$ cat src/rtl/arb8_rr.sv
// arb8_rr: round-robin arbiter for eight requesters with hold-time limit.
//
// Ports:
//   clk      in   1  clock, rising edge
//   rst      in   1  synchronous active-high reset
//   req      in   8  request vector, bit i = requester i
//   gnt      out  8  registered one-hot grant, zero when idle
//   gnt_id   out  3  registered index of granted requester (held while idle)
//   busy     out  1  OR of gnt
//   any_req  out  1  OR of req (combinational)
//   timeout  out  1  one-cycle pulse after a forced release
//
// MAX_HOLD sets the longest tenure in cycles; 0 removes the limit.
module arb8_rr #(
    parameter int MAX_HOLD = 16
) (
    input  logic       clk,
    input  logic       rst,
    input  logic [7:0] req,
    output logic [7:0] gnt,
    output logic [2:0] gnt_id,
    output logic       busy,
    output logic       any_req,
    output logic       timeout
);

    localparam int CW = (MAX_HOLD < 1) ? 1 : $clog2(MAX_HOLD + 1);
    localparam logic [CW-1:0] CNT_MAX  = '1;
    localparam logic [CW-1:0] HOLD_LIM = CW'(MAX_HOLD);
    localparam bit            LIMIT_ON = (MAX_HOLD != 0);

    typedef enum logic {
        S_IDLE,
        S_GRANT
    } state_e;

    state_e        state_q;
    logic [7:0]    gnt_q;
    logic [2:0]    gnt_id_q;
    logic [2:0]    last_q;
    logic [CW-1:0] cnt_q;
    logic          timeout_q;

    logic [2:0]    sel_d;
    logic [2:0]    idx;
    logic          found;
    logic [CW-1:0] cnt_d;

    assign any_req = |req;
    assign busy    = |gnt_q;
    assign gnt     = gnt_q;
    assign gnt_id  = gnt_id_q;
    assign timeout = timeout_q;

    // Scan last+1 .. last+8 (mod 8); the final step lands on last itself,
    // so the previous owner is considered only after everyone else.
    always_comb begin
        sel_d = last_q;
        idx   = '0;
        found = 1'b0;
        for (int i = 1; i <= 8; i++) begin
            idx = last_q + 3'(i);
            if (!found && req[idx]) begin
                sel_d = idx;
                found = 1'b1;
            end
        end
    end

    // Saturating tenure counter; with no limit it parks at its maximum.
    assign cnt_d = (cnt_q == CNT_MAX) ? cnt_q : cnt_q + CW'(1);

    always_ff @(posedge clk) begin
        if (rst) begin
            state_q   <= S_IDLE;
            gnt_q     <= 8'h00;
            gnt_id_q  <= 3'd7;
            last_q    <= 3'd7;
            cnt_q     <= '0;
            timeout_q <= 1'b0;
        end else begin
            timeout_q <= 1'b0;
            unique case (state_q)
                S_IDLE: begin
                    if (found) begin
                        state_q  <= S_GRANT;
                        gnt_q    <= 8'h01 << sel_d;
                        gnt_id_q <= sel_d;
                        last_q   <= sel_d;
                        cnt_q    <= CW'(1);
                    end
                end
                S_GRANT: begin
                    if (!req[gnt_id_q]) begin
                        state_q <= S_IDLE;
                        gnt_q   <= 8'h00;
                    end else if (LIMIT_ON && cnt_q == HOLD_LIM) begin
                        state_q   <= S_IDLE;
                        gnt_q     <= 8'h00;
                        timeout_q <= 1'b1;
                    end else begin
                        cnt_q <= cnt_d;
                    end
                end
                default: begin
                    state_q <= S_IDLE;
                    gnt_q   <= 8'h00;
                end
            endcase
        end
    end

endmodule

$ cat config.mk
export PLATFORM = sky130hd
export DESIGN_NAME = arb8_rr
export DESIGN_NICKNAME = d
export VERILOG_FILES = /design/src/rtl/arb8_rr.sv
export SDC_FILE = /design/constraint.sdc
export NUM_CORES = 1
export LEC_CHECK = 0
export CELL_PAD_IN_SITES_DETAIL_PLACEMENT = 1
export CELL_PAD_IN_SITES_GLOBAL_PLACEMENT = 1
export CORE_MARGIN = 5
export CORE_UTILIZATION = 35
export CTS_BUF_LIST = sky130_fd_sc_hd__clkbuf_4 sky130_fd_sc_hd__clkbuf_8 sky130_fd_sc_hd__clkbuf_16
export DETAILED_ROUTE_END_ITERATION = 8
export GPL_TIMING_DRIVEN = 0
export PLACE_DENSITY = 0.72
export SLEW_MARGIN = 25
export SYNTH_ARGS = -nofsm -noshare
export SYNTH_HDL_FRONTEND = slang
export SYNTH_SLANG_ARGS = --single-unit
$ cat constraint.sdc
create_clock -name clk -period 3.1 [get_ports clk]
set_clock_uncertainty 0.2 [all_clocks]
set_input_delay 0.62 -clock clk [delete_from_list [all_inputs] [get_ports clk]]
set_output_delay 0.62 -clock clk [all_outputs]
set_load 0.05 [all_outputs]
==> After elaboration in Yosys (flattened, before gate mapping) <==
Cells that the tools add are included.
{ "totals": {"reg_bits": 18, "in_bits": 10, "out_inout_bits": 14, "elab_cells": 97} }
{ "classes": {"add_sub_neg": 8, "order_cmp": 8, "eq_ne": 7, "n_shift": 1, "n_mux": 46, "bitwise": 2, "n_reduce_logical": 20} }
{ "op_table": {"columns": ["op", "n"], "rows": [
  ["< comparator 3 x 4 -> 1 bit, second input constant", 8],
  ["binary-select mux 1 bit (select 3 bit)", 8],
  ["two-way mux 3 bit", 8],
  ["two-way mux 8 bit", 3],
  ["two-way mux 1 bit", 20],
  ["two-way mux 5 bit", 4],
  ["one-hot mux 8 bit (2 select lines)", 1],
  ["OR reduction 8 bit", 2],
  ["adder 3 bit, second input constant", 4],
  ["equality test 5 bit, second input constant", 2],
  ["one-hot mux 5 bit (2 select lines)", 1],
  ["left shift 1 x 3 -> 8 bit, first input constant", 1],
  ["logical AND 1 bit", 7],
  ["logical NOT 1 bit", 7],
  ["adder 3 x 2 -> 3 bit, second input constant", 2],
  ["!= test 2 bit, second input constant", 3],
  ["adder 5 x 1 -> 5 bit, second input constant", 1],
  ["AND reduction 2 bit", 2],
  ["AND reduction 4 bit", 1],
  ["adder 3 x 1 -> 3 bit, second input constant", 1],
  ["!= test 3 x 2 -> 1 bit, second input constant", 1],
  ["OR reduction 3 bit", 1],
  ["!= test 2 x 1 -> 1 bit, second input constant", 1],
  ["inverter 1 bit", 2],
  ["one-hot mux 1 bit (2 select lines)", 1]
]} }

==> Logic depth before layout (Yosys ltp) <==
Gate-level depths: netlist of the first run.
{ "logic_depth": {"ltp_word": 28, "ltp_mapped": 12, "depth_no_buf": 9} }

==> Worst setup path before layout of the first run <==
No wires, ideal clock.
{ "synth_timing": {"kind": "reg-to-reg", "from": "register last_q[1]", "to": "register gnt_q[2], in the netlist gnt[2]", "setup_ps": 117, "arrival_time_ps": 3472, "required_ps": 2783, "path_slack_ps": -689, "stages_incl_launch_ff": 13, "path_buffers": 3, "period_less_slack_ps": 3789, "path_cell_list": "dfxtp_1 -> buf_2 -> buf_2 -> inv_1 -> ha_1 -> buf_2 -> mux4_1 -> mux2_4 -> nor4_1 -> or2_1 -> a21oi_1 -> o31a_2 -> a32o_2"} }
{ "synth_between": {"elab_chain_len": 28, "word_cells_on_any_way": 60, "classes_between": "add/sub: 7; eq/ne: 2; shift: 1; mux: 35; reduce/logical: 15"} }
{ "synth_lines": {"columns": ["item", "line", "rtl"], "rows": [
  ["start: declaration", "40", "logic [2:0] last_q;"],
  ["start signal: assignment", "89", "last_q <= sel_d;"],
  ["adder 3 x 1 -> 3 bit", "62", "idx = last_q + 3'(i);"],
  ["binary-select mux 1 bit (select 3 bit)", "63", "if (!found && req[idx]) begin"],
  ["two-way mux 1 bit (implied by the code)", "63", null],
  ["two-way mux 1 bit", "63", null],
  ["logical NOT 1 bit", "63", null],
  ["logical AND 1 bit", "63", null],
  ["two-way mux 1 bit", "63", null],
  ["logical NOT 1 bit", "63", null],
  ["[12 not listed]", null, null],
  ["logical AND 1 bit", "63", null],
  ["two-way mux 1 bit", "63", null],
  ["logical NOT 1 bit", "63", null],
  ["logical AND 1 bit", "63", null],
  ["two-way mux 3 bit", "63", null],
  ["left shift 1 x 3 -> 8 bit", "87", "gnt_q <= 8'h01 << sel_d;"],
  ["two-way mux 8 bit", "85", "if (found) begin"],
  ["one-hot mux 8 bit (2 select lines)", "83", "unique case (state_q)"],
  ["end signal: assignment", "87", null],
  ["end: declaration", "38", "logic [7:0] gnt_q;"]
]} }
Several ways; a longest one is shown, not always the timed one. The select of a mux whose other input is x is not followed.
A chain may end at the register's enable or synchronous reset.

==> Worst setup path after layout of the first run <==
{ "layout_timing": {"from": "register last_q[0]", "to": "register gnt_q[2], in the netlist gnt[2]"} }
The elaborated chain is that of the path after synthesis.

==> results, run 1 <==
- In this run the vertical extent of the chip is 78.38 µm.
- For this configuration, the core starts out at a cell density of 36.82%.
- The final critical path takes up 99.51% of the cycle.
- The most numerous cell type found on the critical path is sky130_fd_sc_hd__buf_4.
- The row count is 24.
- The sort of element at the start of the critical path is a flop.
- The maximum number of pins on one net before global-route repair is 11.
- The shortest period the worst path allows is 3085 ps.
- The latest clock arrival within the worst-skew pair is 260 ps.
- In this run, the number of DRC markers left after iteration 0 of detailed routing was 66.
- Pin placement for this block handled 24 I/O pins.
- The worst path arrival time is 3040 ps.
- The worst relative slew slack is 55.48%.
- The detailed-route DRC error count is 0.
- Wires add up to 5.703 mm.
- The number of antenna violations at the first check in global routing was 0.
- Across all layers, the routed design uses 1649 vias.
- Clock tree synthesis inserted a total of 3 buffers.
- The average instance in the mapped netlist occupies 9.515 µm².
- The count of placed standard cells in the final layout, fillers left out is 271.
- The number of setup violations in the final report is 0.
- The CTS tree is built.
- In this run the worst path has a maximum fanout of 5.
- When the netlist entered floorplanning its net count stood at 187.
- In the final routed layout, each cell accounts on average for 21.04 µm.
- The kind of end point of the critical path is a flop.
- The via count of the first global-routing pass is 1713.
- The number of slew-limit violations in the final report is 0.
- CTS built an H-tree with a depth of 1.
- The diode insertion count for antenna repair is 0.
- The signal on the critical path passes through clkinvlp_4 > ha_4 > buf_4 > mux4_2 > buf_4 > buf_4 > a221oi_1 > o32ai_1 > o211ai_1 > buf_4 > nand2_4 > a32o_2.
- Global routing used 18.34% of the available tracks across all layers.
- The post-route netlist has 36.07% of its cells at a drive strength greater than 1.
- The share of the Yosys chip area taken by registers is 22.02%.
- In the synthesized netlist the dominant register cell turns out to be sky130_fd_sc_hd__dfxtp_1.
- The gate count after technology mapping is 172.
- From synthesis to final layout, the design area changed by 37.69%.
- The pin slew with the least headroom to its limit is 667.8 ps.
- The congestion estimate from routability-driven global placement came to 0.8380.
- The count of max-cap constraint violations is 0.
- The clock transition at the register clock pins on the worst setup and hold paths after CTS is 70 ps.
- The critical path contains buffers and inverters numbering 5 combined.
- The synthesized cell area is 1637 µm².
- By instance count, the leading cell after synthesis is sky130_fd_sc_hd__nand2_1.
- At the end of the flow, the number of nets in the layout was 235.
- The first TritonRoute pass finished after 4 iterations.
- The total global routing overflow is 0.
- Among cell families on the critical path, the largest total delay comes from compound AO/OA/AOI/OAI gates.
- The worst setup path is of the reg2reg kind.
- The area of the core region is 4444 µm².
- Of all flip-flops after synthesis, the portion carrying an async set or reset was 0%.
- At the worst endpoint, the required time is 3050 ps.
- The cell at the root of the clock tree is sky130_fd_sc_hd__clkbuf_8.
- The number of warnings reported in the yosys synthesis log is 0.
- In this run the worst hold path is classified as reg2reg.
- Synthesis inferred 18 register bits.
- The detail route stage leaves a number of antenna-violating nets equal to 0.
- The post-synthesis cell type with the largest combined area is sky130_fd_sc_hd__dfxtp_1.
- Measured along the x axis, the die boundary spans 78.38 µm.
- The die outline area is 6143 µm².
- The commonest cells after synthesis are sky130_fd_sc_hd__nand2_1, sky130_fd_sc_hd__dfxtp_1, sky130_fd_sc_hd__a21oi_1, sky130_fd_sc_hd__inv_1, sky130_fd_sc_hd__mux4_2.
- The count of input and output buffers is 22.
- For this design, the sink count on the clock tree is 18.
- The number of placed instances with taps included is 246.
- The clock tree buffer depth is 2.
- The count of endpoints failing hold in the final timing report is 0.
- Of the post-synthesis cell area, the dominant cell type holds 22.02%.
- The largest single stage delay on the critical path is 380 ps.
- The flow ran to the end, and the final reports show no timing, DRC or antenna violations.
- The post-DP HPWL is 3.714 mm.
- The first global-routing pass estimated 9.025 mm of wire.
- Yosys attributes the largest share of cell area to sky130_fd_sc_hd__dfxtp_1, sky130_fd_sc_hd__mux4_2, sky130_fd_sc_hd__mux4_1.
- The achievable frequency is 324.2 MHz.
- For this design, the slowest cell found on the critical path is sky130_fd_sc_hd__dfxtp_4.
- The count of cell types in the netlist is 45.
- Yosys mapped a number of flops with a built-in enable equal to 0.
- The post-detailed-route via-to-cell ratio is 6.085.
metrics by stage:
| step | instance area [µm²] | setup TNS, ps | hold WS [ps] | setup slack [ps] | util, % |
|---|---|---|---|---|---|
| 6_report | 2253 | 0 | 275.8 | 15.14 | 50.70 |
| 5_1_grt | 2253 | -513.4 | 304.6 | -79.61 | 50.70 |
| 4_1_cts | 2166 | 0 | 287.4 | 34.20 | 48.73 |
| 3_5_place_dp | 1992 | -6483 | 264.9 | -647.1 | 44.82 |
| 3_3_place_gp | 1992 | -5177 | 250.5 | -547.3 | 44.82 |
| 2_1_floorplan | 1707 | -45.00 | 230.7 | -33.96 | - |
layout by cell type (no fill, tap or decap), types with 5 or more instances in the layout:
master / synthesis / layout
sky130_fd_sc_hd__buf_4: 0 / 23
sky130_fd_sc_hd__nand2_1: 20 / 20
sky130_fd_sc_hd__dfxtp_1: 18 / 16
sky130_fd_sc_hd__clkdlybuf4s50_1: 0 / 14
sky130_fd_sc_hd__mux4_2: 9 / 11
sky130_fd_sc_hd__nor2_1: 8 / 8
sky130_fd_sc_hd__inv_1: 9 / 7
sky130_fd_sc_hd__a21oi_1: 9 / 7
sky130_fd_sc_hd__clkbuf_2: 0 / 6
sky130_fd_sc_hd__mux2i_1: 7 / 5
sky130_fd_sc_hd__o21ai_0: 5 / 5
tightest hold or removal path: cells and delay by family (launching register included):
family	cells	cell delay, ps
DFF	1	340
and+or+nand+nor	2	100
what timing repair did:
action / CTS / global route
gates cloned: 1 / 0
pin swaps: 3 / 4
endpoints found under the setup margin: 12 / 10
setup buffers: 13 / 11
endpoints found under the hold margin: 0 / 0
gates resized for setup: 19 / 21
hold buffers: 0 / 0
final cells by class:
type	count	area, µm²
inverter	9	42.54
timing repair buffer	46	371.6
multi-input combinational	137	1314
tap	52	65.06
clock buffer	4	55.05
buffer	5	37.54
sequential	18	367.9
fill	518	2191
flip-flops by register name, indices dropped and copies added, names as in the netlist:
signal   cells
cnt_q        5
gnt          8
last_q       3
state_q      1
timeout      1
per-layer routing:
metal  vias up  track usage (%)  part of all wire [%]
met5         -                0                     0
met4         0            5.070                   1.5
met2        40            33.73                    54
met3        10            2.975                   3.1
met1       834            22.03                    41
li1        765                -                     -
cells by family after synthesis:
logic type	Yosys count	share of synthesized area, %
and+or+nand+nor	53	16.13
AOI/OAI and AO/OA	41	18.27
muxes	28	29.97
buffers and inverters	18	4.969
DFF	18	22.02
xor gates and xnor gates	9	4.816
adders and majority gates	5	3.823
path summary, 6_finish.rpt:
path	from	slack [ps]	end	cells after the start
setup reg to reg	last_q[0]	20	gnt[2]	12
hold reg to reg	state_q	280	timeout	2
hold / removal	state_q	280	timeout	2
setup / recovery	last_q[0]	20	gnt[2]	12
Power of run 1 is not shown: default switching activity piles up to over one toggle a cycle in this logic, so the estimate is an artifact.
==> run 2: changes to the inputs <==
- SKIP_CTS_REPAIR_TIMING: default -> 1
==> run 2 against run 1 <==
  * The flow now finishes with violations (negative setup slack)
  * Sequential share of layout area decreased by 0.88 points
  * Die area unchanged
  * Critical path depth decreased by 2
  * Setup slack got worse by 160 ps
  * Critical path type unchanged
  * Largest cell class unchanged
  * Highest routed layer unchanged
==> results, run 2 (synthesis results as in run 1) <==
- The CTS tree is built.
- TritonCTS created 3 clock buffers.
- The min-delay analysis places its worst path in the category reg2reg.
- The startpoint of the worst hold path is state_q.
- The count of input and output buffers is 22.
- The worst-case hold slack is 281.0 ps.
- In the routed design, unresolved DRC markers number 0.
- The latest clock arrival within the worst-skew pair is 260 ps.
- In the layout the commonest cells are sky130_fd_sc_hd__buf_4, sky130_fd_sc_hd__nand2_1, sky130_fd_sc_hd__dfxtp_1.
- The total global routing overflow is 0.
- For the pin with the worst max-slew slack, the measured transition is 712.3 ps.
- The checks that failed: negative setup slack.
- The critical path in this run is classified as reg2reg.
- In this run the worst path has a maximum fanout of 7.
- The hold path endpoint is timeout.
- The number of nets with antenna violations after routing is 0.
- The TritonCTS sink count is 18.
- The post-DP HPWL is 3.714 mm.
- The via count of the first global-routing pass is 1572.
- Data arrives at the worst endpoint at 3200 ps.
- In the post-route analysis, the smallest setup slack over all paths is -140.1 ps.
- The routed design has 5.957 mm of wire.
- The shortest period the worst path allows is 3240 ps.
- In this run the critical register-to-register path is captured at gnt[5].
- The H-tree depth is 1.
- Before CTS, the worst setup slack after placement is -647.1 ps.
- The share of cells above drive strength 1 is 36.20%.
- The worst-case register-to-register setup slack is -140 ps.
- The area growth from synthesis to layout is 45.57%.
- The number of antenna violations at the first check in global routing is 0.
- In this run the tightest slew margin relative to its limit is 52.51%.
- Clock-pin slew was measured on the worst setup and hold paths at 70 ps.
- The flip-flop count of the largest register after layout is 8.
- In this run the worst setup path begins at last_q[0].
- 0 antenna diodes ended up in the layout.
- The count of endpoints failing hold in the final timing report is 0.
- The post-detailed-route via-to-cell ratio is 6.125.
- The detailed router finished its first iteration with 64 violations.
- Fill cells in the final layout number 504.
- The net count reported at finish is 237.
- The tool flagged a number of max-cap violations equal to 0.
- The global-route wire length before repair is 7.997 mm.
- The horizontal extent of the die is 78.38 µm.
- The initial standard-cell utilization of the core is 36.82%.
- STA classifies the critical path startpoint as a flop.
- Setup violations remaining at the end of the flow were counted as 10.
- The detail-routed net length per standard cell is 21.82 µm.
- Setup repair after global routing could not meet its margin everywhere.
- The kind of end point of the critical path is a flop.
- The number of vias in the routed layout is 1672.
- 24 I/O pins were placed.
- From bottom edge to top edge, the die measures 78.38 µm.
- The detailed-router iteration count before antenna repair is 4.
- The floorplan has 24 rows.
- The clock tree buffer depth is 2.
- The cell at the root of the clock tree is sky130_fd_sc_hd__clkbuf_8.
- The most common cell after layout, fill and taps aside is sky130_fd_sc_hd__buf_4.
- The achievable frequency is 308.6 MHz.
- In the global route stage, overall resource usage came out at 15.91%.
- The area of the core region is 4444 µm².
- Data on the critical path is required at its endpoint by 3060 ps.
- The number of slew-limit violations in the final report is 0.
- The share of the clock period used by the worst path is 104.5%.
- The worst hold path passes through 2 cells.
- The run finished, with violations left.
- The reg-to-reg critical path startpoint is last_q[0].
- The maximum number of pins on one net before global-route repair is 11.
- The routability-driven placement congestion ratio is 0.8380.
- The die outline area is 6143 µm².
- The worst-case reg-to-reg path depth is 10.
run 2: cell types whose count changed in the layout (fill, tap and decap cells not counted), moves of 2 or more:
cell,change
sky130_fd_sc_hd__xnor2_2,+2
sky130_fd_sc_hd__buf_6,+2
sky130_fd_sc_hd__a221oi_1,-2
sky130_fd_sc_hd__xnor2_1,-2
sky130_fd_sc_hd__dlygate4sd2_1,-2
sky130_fd_sc_hd__dlymetal6s2s_1,+8
sky130_fd_sc_hd__clkbuf_2,-6
run 2: worst max-delay path by stage:
stage / end / slack, ps / cells after the start
4_1_cts: gnt[2] / -360 / 8
6_report: gnt[5] / -140 / 10
2_1_floorplan: gnt[2] / -30 / 11
3_5_place_dp: gnt[2] / -650 / 8
5_1_grt: gnt[5] / -270 / 10
3_3_place_gp: last_q[1] / -550 / 8
run 2: layout make-up:
class	count	area [µm²]	share of cell area (%)
flip-flops and latches	18	367.9	15.44
inverters	9	42.54	1.786
clock buffers	4	55.05	2.311
repair buffers	47	439.2	18.43
plain buffers	6	57.56	2.416
multi-input cells	137	1355	56.88
well taps	52	65.06	2.731
run 2: critical path: stages, from the launching register on:
cell	delay (ps)
sky130_fd_sc_hd__dfxtp_4	380
sky130_fd_sc_hd__buf_12	120
sky130_fd_sc_hd__clkinvlp_4	160
sky130_fd_sc_hd__ha_4	380
sky130_fd_sc_hd__mux4_2	370
sky130_fd_sc_hd__mux2_4	330
sky130_fd_sc_hd__nor4_2	300
sky130_fd_sc_hd__or2_1	180
sky130_fd_sc_hd__a21oi_2	60
sky130_fd_sc_hd__o31a_2	380
sky130_fd_sc_hd__o31ai_1	270
run 2: stage by stage:
step	utilization [%]	setup TNS (ps)	std cells	instance area, µm²
final	53.60	-867.7	273	2382
after global routing	53.60	-2286	273	2382
after CTS	46.06	-3509	250	2047
after detailed placement	44.82	-6483	246	1992
after global placement	44.82	-5177	246	1992
after floorplan	-	-45.00	172	1707
run 2: layer usage:
metal  track usage (%)  vias to the layer above  wire length [µm]
met4             3.147                        0                92
met2             28.51                       32              3220
li1                  -                      765                 -
met1             20.42                      863              2490
met5                 0                        -                 0
met3             2.288                       12               153
Power of run 2 is left out for the same reason.
==> run 3: changes to the inputs <==
==> constraint.sdc (replaced) <==
create_clock -name clk -period 3.1 [get_ports clk]
set_clock_uncertainty 0.2 [all_clocks]
set_input_delay 0.62 -clock clk [delete_from_list [all_inputs] [get_ports clk]]
set_output_delay 0.62 -clock clk [all_outputs]
set_load 0.1 [all_outputs]
==> run 3 against run 2 <==
  * The run still ends with negative setup slack left
  * Cell area down 1.2%
  * Sequential share of layout area up 0.19 points
  * Clock-buffer cell count stayed put
  * Core utilization fell by 0.65 points
  * Wire length is 8.7% lower
  * First-iteration DRC count unchanged
  * Register-to-register slack improved by 120 ps
  * Cell count decreased by 1.5%
  * Hold slack got worse by 13 ps
  * Critical endpoint is now gnt[2]
==> results, run 3 (synthesis results as in run 1) <==
- The TritonCTS sink count is 18.
- The via count of the first global-routing pass is 1615.
- Buffers placed on the I/O ports in this run total 22.
- Setup repair after global routing could not meet its margin everywhere.
- The cell at the root of the clock tree is sky130_fd_sc_hd__clkbuf_8.
- The area of all sequential standard cells is 367.9 µm².
- The kind of end point of the critical path is a flop.
- The endpoint identified for the worst register-to-register timing path is gnt[2].
- In this run the critical register-to-register path is launched from last_q[0].
- Along the worst path, the maximum fanout reaches 6.
- The number of antenna violations at the first check in global routing is 0.
- The placed instances occupy a cell area of 1992 µm².
- The die is 78.38 µm tall.
- 0 antenna diodes ended up in the layout.
- After routing the design area is 2354 µm².
- Tracing the worst setup path back leads to its startpoint at last_q[0].
- Traced cell by cell, the critical path runs through buf_12 > clkinvlp_4 > ha_4 > mux4_2 > mux2_4 > nor4_2 > or2_1 > a21oi_2 > o31a_2 > a32o_2.
- The area used by multi-input combinational logic is 1349 µm².
- The worst hold path terminates at timeout.
- The final sum of negative setup slack is -29.27 ps.
- In this run the number of H-tree levels came out at 1.
- The path class of the tightest hold or removal check is reg2reg.
- The checks that failed: negative setup slack.
- The worst-case register-to-register setup slack is -20 ps.
- The global-route usage over all layers is 16.21%.
- The overall routed net length is 5.439 mm.
- Measured along the x axis, the die boundary spans 78.38 µm.
- The area growth from synthesis to layout is 43.81%.
- The worst relative slew slack is 33.94%.
- Max-cap violations in this run came to 0.
- The net count reported at finish is 233.
- The routed design could run at a clock period as short as 3124 ps.
- The critical path's slowest cell is sky130_fd_sc_hd__mux4_2.
- For the worst-skew pair, the clock arrives at the later sink with an insertion delay of 260 ps.
- In the routed design, unresolved DRC markers number 0.
- OpenSTA, run right after detailed placement, puts the worst setup slack at -586.1 ps.
- The clock tree buffer depth is 2.
- In this run the most critical hold path is launched from state_q.
- The total global routing overflow is 0.
- The number of slew-limit violations in the final report was 0.
- After clock tree synthesis, the clock-pin slew on the worst setup and hold paths is 70 ps.
- The buffering stage count on the worst path with inverters included is 2.
- The most common cell after layout, fill and taps aside is sky130_fd_sc_hd__nand2_1.
- The worst setup path category is reg2reg.
- Entering global routing, the biggest net connects 11 pins.
- TritonCTS built the clock tree.
- The flow ran to the end, but the final reports show violations.
- The number of vias in the routed layout is 1597.
- The final critical path takes up 100.8% of the cycle.
- The share of cells above drive strength 1 is 35.48%.
- The worst hold path passes through 2 cells.
- STA puts the critical path data arrival time at 3080 ps.
- For this configuration, the core starts out at a cell density of 36.82%.
- The detailed-router iteration count before antenna repair is 4.
- At the pin with the least slew margin, the transition time is 987.8 ps.
- The area of the core region is 4444 µm².
- The achievable frequency is 320.1 MHz.
- Setup violations remaining at the end of the flow were counted as 3.
- The global-route wire length before repair is 8.121 mm.
- The number of clock buffers inserted by TritonCTS is 3.
- The number of cells on the worst reg-to-reg path is 10.
- The largest single stage delay on the critical path is 390 ps.
- The number of DRC violations after detailed-routing iteration 0 is 64.
- In the layout the commonest cells are sky130_fd_sc_hd__nand2_1, sky130_fd_sc_hd__buf_4, sky130_fd_sc_hd__dfxtp_1.
- The count of nets left with antenna violations once routing finished came out at 0.
- Broken down by cell family, the worst path's largest delay share belongs to multiplexers.
- The die covers 6143 µm².
- Once detailed placement completed, the half-perimeter wirelength came to 3.647 mm.
- The routability-driven placement congestion ratio is 0.8294.
- The data required time of the worst path is 3050 ps.
- The number of primary I/O pins is 24.
- The register with the most flip-flops in the layout has 8 of them.
- The sort of element at the start of the critical path is a flop.
- The detail-routed net length per standard cell is 20.22 µm.
- The count of endpoints failing hold in the final timing report was 0.
- The post-detailed-route via-to-cell ratio is 5.937.
- The post-layout utilization of the core is 52.96%.
- The filler cells instantiated in the layout total 500.
- The row count is 24.
- The post-route worst setup slack is -24.30 ps.
-- run 3: final cells by class --
| class | instances | area share (%) |
|---|---|---|
| multi-input combinational | 137 | 57.31 |
| timing repair buffer | 43 | 17.70 |
| sequential | 18 | 15.63 |
| tap | 52 | 2.764 |
| buffer | 6 | 2.446 |
| clock buffer | 4 | 2.339 |
| inverter | 9 | 1.808 |
-- run 3: metrics by stage --
stage	hold slack [ps]	instances
global placement	250.8	246
finish	268.1	269
CTS	269.6	250
detailed placement	254.7	246
global route	309.4	269
floorplan	230.7	172
-- run 3: worst min-delay path: stages (launching register included) --
cell and delay (ps):
sky130_fd_sc_hd__dfxtp_1 330, sky130_fd_sc_hd__nand2_1 60, sky130_fd_sc_hd__nor3_1 40
-- run 3: worst max path at each step --
stage,endpoint,cells past startpoint
global placement,last_q[1],8
floorplan,gnt[2],12
detailed placement,last_q[1],8
CTS,any_req,4
global route,gnt[0],11
finish,gnt[2],10
-- run 3: layer usage --
| metal | vias up | track usage (%) | routed length, µm |
|---|---|---|---|
| met2 | 20 | 28.68 | 2939 |
| met3 | 4 | 2.403 | 111 |
| met1 | 816 | 20.69 | 2348 |
| met4 | 0 | 4.196 | 40 |
| met5 | - | 0 | 0 |
| li1 | 757 | - | - |
Power of run 3 is left out for the same reason.
